## src/rtl/id_ex_stage.sv

```systemverilog
// ID/EX pipeline register for the 5-stage RV32I core.
// It detects load-use hazards, generates the PC and IF/ID stall/flush controls, and keeps saturating debug counters.
module id_ex_stage #(
    parameter int XLEN  = 32,
    parameter int CNT_W = 16
) (
    input  logic             clk,
    input  logic             rstn,
    input  logic             id_valid,
    input  logic [6:0]       id_op,
    input  logic             id_regwrite,
    input  logic             id_memwrite,
    input  logic [4:0]       id_aluop,
    input  logic [2:0]       id_npcop,
    input  logic             id_alusrc,
    input  logic [1:0]       id_wdsel,
    input  logic [2:0]       id_dmtype,
    input  logic [XLEN-1:0]  id_pc,
    input  logic [XLEN-1:0]  id_rs1_data,
    input  logic [XLEN-1:0]  id_rs2_data,
    input  logic [XLEN-1:0]  id_imm,
    input  logic [4:0]       id_rs1,
    input  logic [4:0]       id_rs2,
    input  logic [4:0]       id_rd,
    input  logic             ex_redirect,
    input  logic             ex_hold,
    output logic             ex_valid,
    output logic             ex_regwrite,
    output logic             ex_memwrite,
    output logic [4:0]       ex_aluop,
    output logic [2:0]       ex_npcop,
    output logic             ex_alusrc,
    output logic [1:0]       ex_wdsel,
    output logic [2:0]       ex_dmtype,
    output logic [XLEN-1:0]  ex_pc,
    output logic [XLEN-1:0]  ex_rs1_data,
    output logic [XLEN-1:0]  ex_rs2_data,
    output logic [XLEN-1:0]  ex_imm,
    output logic [4:0]       ex_rs1,
    output logic [4:0]       ex_rs2,
    output logic [4:0]       ex_rd,
    output logic             pc_stall,
    output logic             if_id_stall,
    output logic             if_id_flush,
    output logic [CNT_W-1:0] stall_cnt,
    output logic [CNT_W-1:0] flush_cnt
);

    typedef struct packed {
        logic            valid;
        logic            regwrite;
        logic            memwrite;
        logic [4:0]      aluop;
        logic [2:0]      npcop;
        logic            alusrc;
        logic [1:0]      wdsel;
        logic [2:0]      dmtype;
        logic [XLEN-1:0] pc;
        logic [XLEN-1:0] rs1_data;
        logic [XLEN-1:0] rs2_data;
        logic [XLEN-1:0] imm;
        logic [4:0]      rs1;
        logic [4:0]      rs2;
        logic [4:0]      rd;
    } ex_bundle_t;

    localparam logic [CNT_W-1:0] CNT_MAX = {CNT_W{1'b1}};
    localparam logic [CNT_W-1:0] CNT_ONE = {{(CNT_W-1){1'b0}}, 1'b1};

    ex_bundle_t       ex_q, ex_d, id_bundle_s;
    logic [CNT_W-1:0] stall_cnt_q, stall_cnt_d;
    logic [CNT_W-1:0] flush_cnt_q, flush_cnt_d;
    logic             rs1_used_s, rs2_used_s, lu_hazard_s;
    logic             stall_inc_s, flush_inc_s;

    // Decode which source registers the ID instruction actually reads
    always_comb begin
        rs1_used_s = 1'b1;
        rs2_used_s = 1'b0;
        case (id_op)
            7'b0110111, 7'b0010111, 7'b1101111: begin
                rs1_used_s = 1'b0;
                rs2_used_s = 1'b0;
            end
            7'b0110011, 7'b0100011, 7'b1100011: begin
                rs1_used_s = 1'b1;
                rs2_used_s = 1'b1;
            end
            default: begin
                rs1_used_s = 1'b1;
                rs2_used_s = 1'b0;
            end
        endcase
    end

    // A load in EX whose rd is a live source of the ID instruction forces one bubble
    always_comb begin
        lu_hazard_s = ex_q.valid & (ex_q.wdsel == 2'b01) & (ex_q.rd != 5'd0) & id_valid &
                      ((rs1_used_s & (id_rs1 == ex_q.rd)) | (rs2_used_s & (id_rs2 == ex_q.rd)));
        stall_inc_s = lu_hazard_s & ~ex_redirect & ~ex_hold;
        flush_inc_s = ex_redirect & ~ex_hold;
    end

    // Pack the ID-side inputs into the same layout as the EX register
    always_comb begin
        id_bundle_s = '{valid: id_valid, regwrite: id_regwrite, memwrite: id_memwrite,
                        aluop: id_aluop, npcop: id_npcop, alusrc: id_alusrc,
                        wdsel: id_wdsel, dmtype: id_dmtype, pc: id_pc,
                        rs1_data: id_rs1_data, rs2_data: id_rs2_data, imm: id_imm,
                        rs1: id_rs1, rs2: id_rs2, rd: id_rd};
    end

    // EX register next state: hold beats redirect, which beats the load-use bubble
    always_comb begin
        ex_d = ex_q;
        if (ex_hold) begin
            ex_d = ex_q;
        end else if (ex_redirect | lu_hazard_s) begin
            ex_d = '0;
        end else begin
            ex_d = id_bundle_s;
        end
    end

    // Saturating event counters
    always_comb begin
        stall_cnt_d = stall_cnt_q;
        flush_cnt_d = flush_cnt_q;
        if (stall_inc_s && (stall_cnt_q != CNT_MAX)) begin
            stall_cnt_d = stall_cnt_q + CNT_ONE;
        end else begin
            stall_cnt_d = stall_cnt_q;
        end
        if (flush_inc_s && (flush_cnt_q != CNT_MAX)) begin
            flush_cnt_d = flush_cnt_q + CNT_ONE;
        end else begin
            flush_cnt_d = flush_cnt_q;
        end
    end

    // State registers with asynchronous reset
    always_ff @(posedge clk or negedge rstn) begin
        if (!rstn) begin
            ex_q        <= '0;
            stall_cnt_q <= '0;
            flush_cnt_q <= '0;
        end else begin
            ex_q        <= ex_d;
            stall_cnt_q <= stall_cnt_d;
            flush_cnt_q <= flush_cnt_d;
        end
    end

    assign ex_valid    = ex_q.valid;
    assign ex_regwrite = ex_q.regwrite;
    assign ex_memwrite = ex_q.memwrite;
    assign ex_aluop    = ex_q.aluop;
    assign ex_npcop    = ex_q.npcop;
    assign ex_alusrc   = ex_q.alusrc;
    assign ex_wdsel    = ex_q.wdsel;
    assign ex_dmtype   = ex_q.dmtype;
    assign ex_pc       = ex_q.pc;
    assign ex_rs1_data = ex_q.rs1_data;
    assign ex_rs2_data = ex_q.rs2_data;
    assign ex_imm      = ex_q.imm;
    assign ex_rs1      = ex_q.rs1;
    assign ex_rs2      = ex_q.rs2;
    assign ex_rd       = ex_q.rd;

    assign pc_stall    = ex_hold | (lu_hazard_s & ~ex_redirect);
    assign if_id_stall = ex_hold | (lu_hazard_s & ~ex_redirect);
    assign if_id_flush = flush_inc_s;
    assign stall_cnt   = stall_cnt_q;
    assign flush_cnt   = flush_cnt_q;

endmodule

```

## config.mk

```make
export PLATFORM = sky130hd
export DESIGN_NAME = id_ex_stage
export DESIGN_NICKNAME = d
export VERILOG_FILES = /design/src/rtl/id_ex_stage.sv
export SDC_FILE = /design/constraint.sdc
export NUM_CORES = 1
export LEC_CHECK = 0
export CORE_ASPECT_RATIO = 0.7
export CORE_UTILIZATION = 40
export CTS_CLUSTER_SIZE = 16
export DETAILED_ROUTE_END_ITERATION = 10
export PLACE_DENSITY_LB_ADDON = 0.1
export SLEW_MARGIN = 20
export SYNTH_ARGS = -nofsm -noshare
export SYNTH_HDL_FRONTEND = slang
export SYNTH_SLANG_ARGS = --single-unit
export TNS_END_PERCENT = 1
```

## constraint.sdc

```tcl
create_clock -name clk -period 2.3 [get_ports clk]
set_input_delay 0.23 -clock clk [delete_from_list [all_inputs] [get_ports clk]]
set_output_delay 0.23 -clock clk [all_outputs]
set_load 0.02 [all_outputs]
```

==> results.md <==
Status:
- The run finished, with violations left.
- The final reports fail on setup timing.

Timing:
- Of the available clock period, the critical path in the final layout requires 106%.
- Setup repair after global routing could not meet its margin everywhere.
- Based on the critical path, the design can be clocked at up to 411 MHz.
- Setup violations remaining at the end of the flow were counted as 132.
- The final critical-path setup slack is -0.134 ns.
- The number of pins with negative max-slew slack in the final report is 0.
- The worst path in the final design needs a cycle of 2.43 ns, including I/O delays and setup.
- The setup clock skew after layout is 0.0174 ns.
- The sum of negative setup slack is -12.21 ns.
- The worst slew margin relative to its limit is 58.4%.
- At the pin with the least slew margin, the transition time is 0.624 ns.
- The total count of hold-check failures in the final report is 0.

Setup path:
- The most critical setup path has its startpoint at ex_rd[1].
- The capturing element of the worst setup path is if_id_stall.
- The library cell appearing most often on the critical path is buf_6.
- Data on the critical path is required at its endpoint by 2.07 ns.
- In this run the worst path has a maximum fanout of 3.
- The start of the worst register-to-register path is ex_rd[3].
- The startpoint class of the critical path is a register.
- STA classifies the critical path endpoint as an output pin.
- The biggest cell delay along the critical path is 0.39 ns.
- The arrival time at the worst endpoint is 2.20 ns.
- The terminus of the critical flop-to-flop path is ex_rd[3].
- The count of cells along the worst register-to-register path is 8.
- The type of the worst setup path is reg2out.
- The slowest stage of the critical path is the dfrtp_1 cell.
- Traced cell by cell, the critical path runs through buf_6, xor2_1, nor4_1, buf_4, nand4_1, a21oi_4, a21o_1, buf_6.
- In this run the register-to-register setup slack is -0.13 ns.
- The family with the most delay on the worst path is buffers and inverters.
- The cell count along the critical path is 8.
- The number of buffers and inverters on the critical path is 3.

Clock network:
- TritonCTS built the clock tree.
- In this run the deepest clock path goes through 2 buffers.
- The worst-skew pair later-pin latency is 0.43 ns.
- The H-tree depth is 4.
- The clock transition time at the flip-flop clock pins of the worst setup and hold paths is 0.07 ns.
- The number of clock sinks is 192.
- The root buffer selected by CTS is clkbuf_16.
- Buffers inserted during clock tree synthesis total 17.

Die:
- For this configuration, the core starts out at a cell density of 41.8%.
- After floorplanning, the core was sized to cover 17,500 um^2.
- Row generation in the floorplan step produced 40 rows.
- The height of the die is 115 um.
- In this run the horizontal extent of the chip is 164 um.
- The die footprint is 18,900 um^2.
- During I/O placement, the number of pins put on the boundary was 366.

Placement:
- The congestion estimate from routability-driven global placement came to 0.841.
- After legalization and detailed placement, the total HPWL measured 16,700 um.
- Including well taps, the total number of placed cells is 1,107.
- The number of input and output port buffers inserted is 365.

Route:
- The starting DRC count in detailed routing is 313.
- After detailed routing, the average wire length per cell comes to 19.9 um.
- The post-detailed-route via-to-cell ratio is 5.19.
- The detailed-routing iteration count for the pre-antenna-repair pass is 4.
- The routed layout has 5,946 vias.
- In this run the remaining antenna-violating nets after routing total 0.
- After detailed routing, the total wire length is 22,800 um.
- For this run, design rule violations remaining after detail routing come to 0.

Min path:
- The class of the most critical hold timing path is in2async.

Finish:
- The area growth from synthesis to final layout is 64.1%.
- The post-route netlist has 8.64% of its cells at a drive strength greater than 1.
- Summing all multi-input logic gate instances after layout gives 2300 um^2.
- For this run, the post-layout net count is 1,074.
- The number of antenna diodes in the final layout is 0.
- The final cell count without fillers is 1,145.
- Counting the fill cells in the layout gives 1,265.
- The sequential cell area in the final layout is 4810 um^2.

GRT:
- The total global-route track usage is 24.2%.
- The via count of the first global-routing pass was 6,293.
- Global routing finished with a remaining overflow of 0.
- The number of antenna violations at the first check in global routing is 0.
- Entering global routing, the biggest net connects 71 pins.
- The first global-routing pass estimated 34,400 um of wire.

Logic synthesis:
- The distinct cell type count after synthesis is 37.
- Synthesis produced a netlist whose cell count is 519.
- Sorting the synthesized cells by area gives the leading types as dfrtp_1 (66%), a22o_1 (19%), xnor2_1 (3.1%), buf_6 (1.5%), xor2_1 (1.4%).
- For this run, the number of Yosys warnings is 0.
- The most numerous cell in the Yosys netlist is dfrtp_1.
- The main flop type after synthesis is dfrtp_1.
- The number of synthesized register bits is 192.
- Counting every net in the synthesized netlist gives 692.
- The biggest area contributor in the post-synthesis netlist is dfrtp_1.
- Of all flip-flops after synthesis, the portion carrying an async set or reset was 100%.
- After synthesis, the largest area contributor takes up 65.6% of total cell area.
- The area of the mapped netlist is 7320 um^2.
- The number of enable flip-flop cells after synthesis is 0.
- The share of the yosys chip area belonging to registers is 65.6%.
- Dividing the synthesized area by the synthesized cell count gives 14.1 um^2.
- By count the netlist is led by dfrtp_1 (192), a22o_1 (160), xnor2_1 (26), nand3_1 (19), clkbuf_1 (18).

Power and ir drop:
- The total power after layout is 8.61 mW.
- The power density over cell area is 717 nW/um^2.
- Across the VDD grid, the largest voltage drop is 0.531 mV.
- The analysis attributes to cell leakage a power of 5.31 nW.

Run:
- Across the run, the number of max-cap violations was 0.
layer usage:
layer	global-route usage [%]	wire, um	vias to the layer above
met1	29.8	9430	2969
met4	10.4	644	0
met2	38.9	10800	233
met5	0	0	-
li1	-	-	2706
met3	8.23	1850	38
metrics by stage:
stage	util [%]	hold WS [ns]	instance area [um^2]	setup WS, ns
2_1_floorplan	-	-0.0656	7320	0.164
3_3_place_gp	64.8	0.274	11300	-0.620
3_5_place_dp	64.8	0.281	11300	-0.620
4_1_cts	68.5	0.381	12000	-0.290
5_1_grt	68.6	0.383	12000	-0.257
6_report	68.6	0.383	12000	-0.134
worst min path at each step:
stage,from,to,slack (ns),cells past startpoint
6_report,rstn,ex_rs1_data[0],0.38,2
5_1_grt,id_rs2_data[5],ex_rs2_data[5],0.38,2
4_1_cts,rstn,ex_rs2_data[28],0.38,2
3_5_place_dp,rstn,ex_rs1_data[0],0.28,1
3_3_place_gp,rstn,stall_cnt[10],0.27,1
2_1_floorplan,rstn,ex_aluop[0],-0.07,0
sequential cells by signal, summed over array words and instances, names as in the netlist, 2 cells and up:
name         count
stall_cnt       16
ex_rs1           5
ex_npcop         3
ex_pc           32
ex_rs2           5
flush_cnt       16
ex_imm          32
ex_rd            5
ex_wdsel         2
ex_dmtype        3
ex_rs1_data     32
ex_rs2_data     32
ex_aluop         5
kinds of logic after synthesis:
family / synth area share, %
buffers and inverters: 3.33
adder cells (fa/ha/maj): 0.342
AO/OA/AOI/OAI: 20.0
multiplexers: 0.615
XOR/XNOR: 4.54
AND/OR/NAND/NOR: 5.60
flip-flops: 65.6
where the power goes:
part	total [mW]	leakage, nW	switching (mW)	internal (mW)
registers	3.85	2.51	0.204	3.64
clock network	2.97	0.278	1.34	1.64
logic	1.79	2.52	0.816	0.977
total	8.61	5.31	2.36	6.26
cell usage in the layout, fill, tap and decap left out, types with 4 or more instances in the layout:
cell / count
inv_1: 4
clkbuf_16: 17
nand3_1: 19
xnor2_1: 26
nand4_1: 6
and3_1: 10
a22o_1: 160
clkdlybuf4s50_1: 361
nor3_1: 4
xor2_1: 12
buf_6: 4
buf_12: 7
nand2_1: 12
inv_8: 4
buf_4: 26
dfrtp_1: 191
nor2_1: 9
mux2_2: 4
layout make-up:
type,count,share of cell area (%)
multi-input combinational,286,19.1
sequential,192,40.0
tap,231,2.41
timing repair buffer,400,33.4
inverter,4,0.125
clock buffer,20,3.63
clock inverter,12,1.28
what timing repair did:
| action | CTS | global route |
|---|---|---|
| pin swaps | 74 | 27 |
| gates resized for setup | 16 | 2 |
| hold buffers | 1 | 0 |
| gates cloned | 0 | 0 |
| endpoints found under the setup margin | 134 | 174 |
| setup buffers | 4 | 1 |
| hold endpoints to repair | 64 | 0 |
Note: power is estimated with default switching activity, not from simulation.
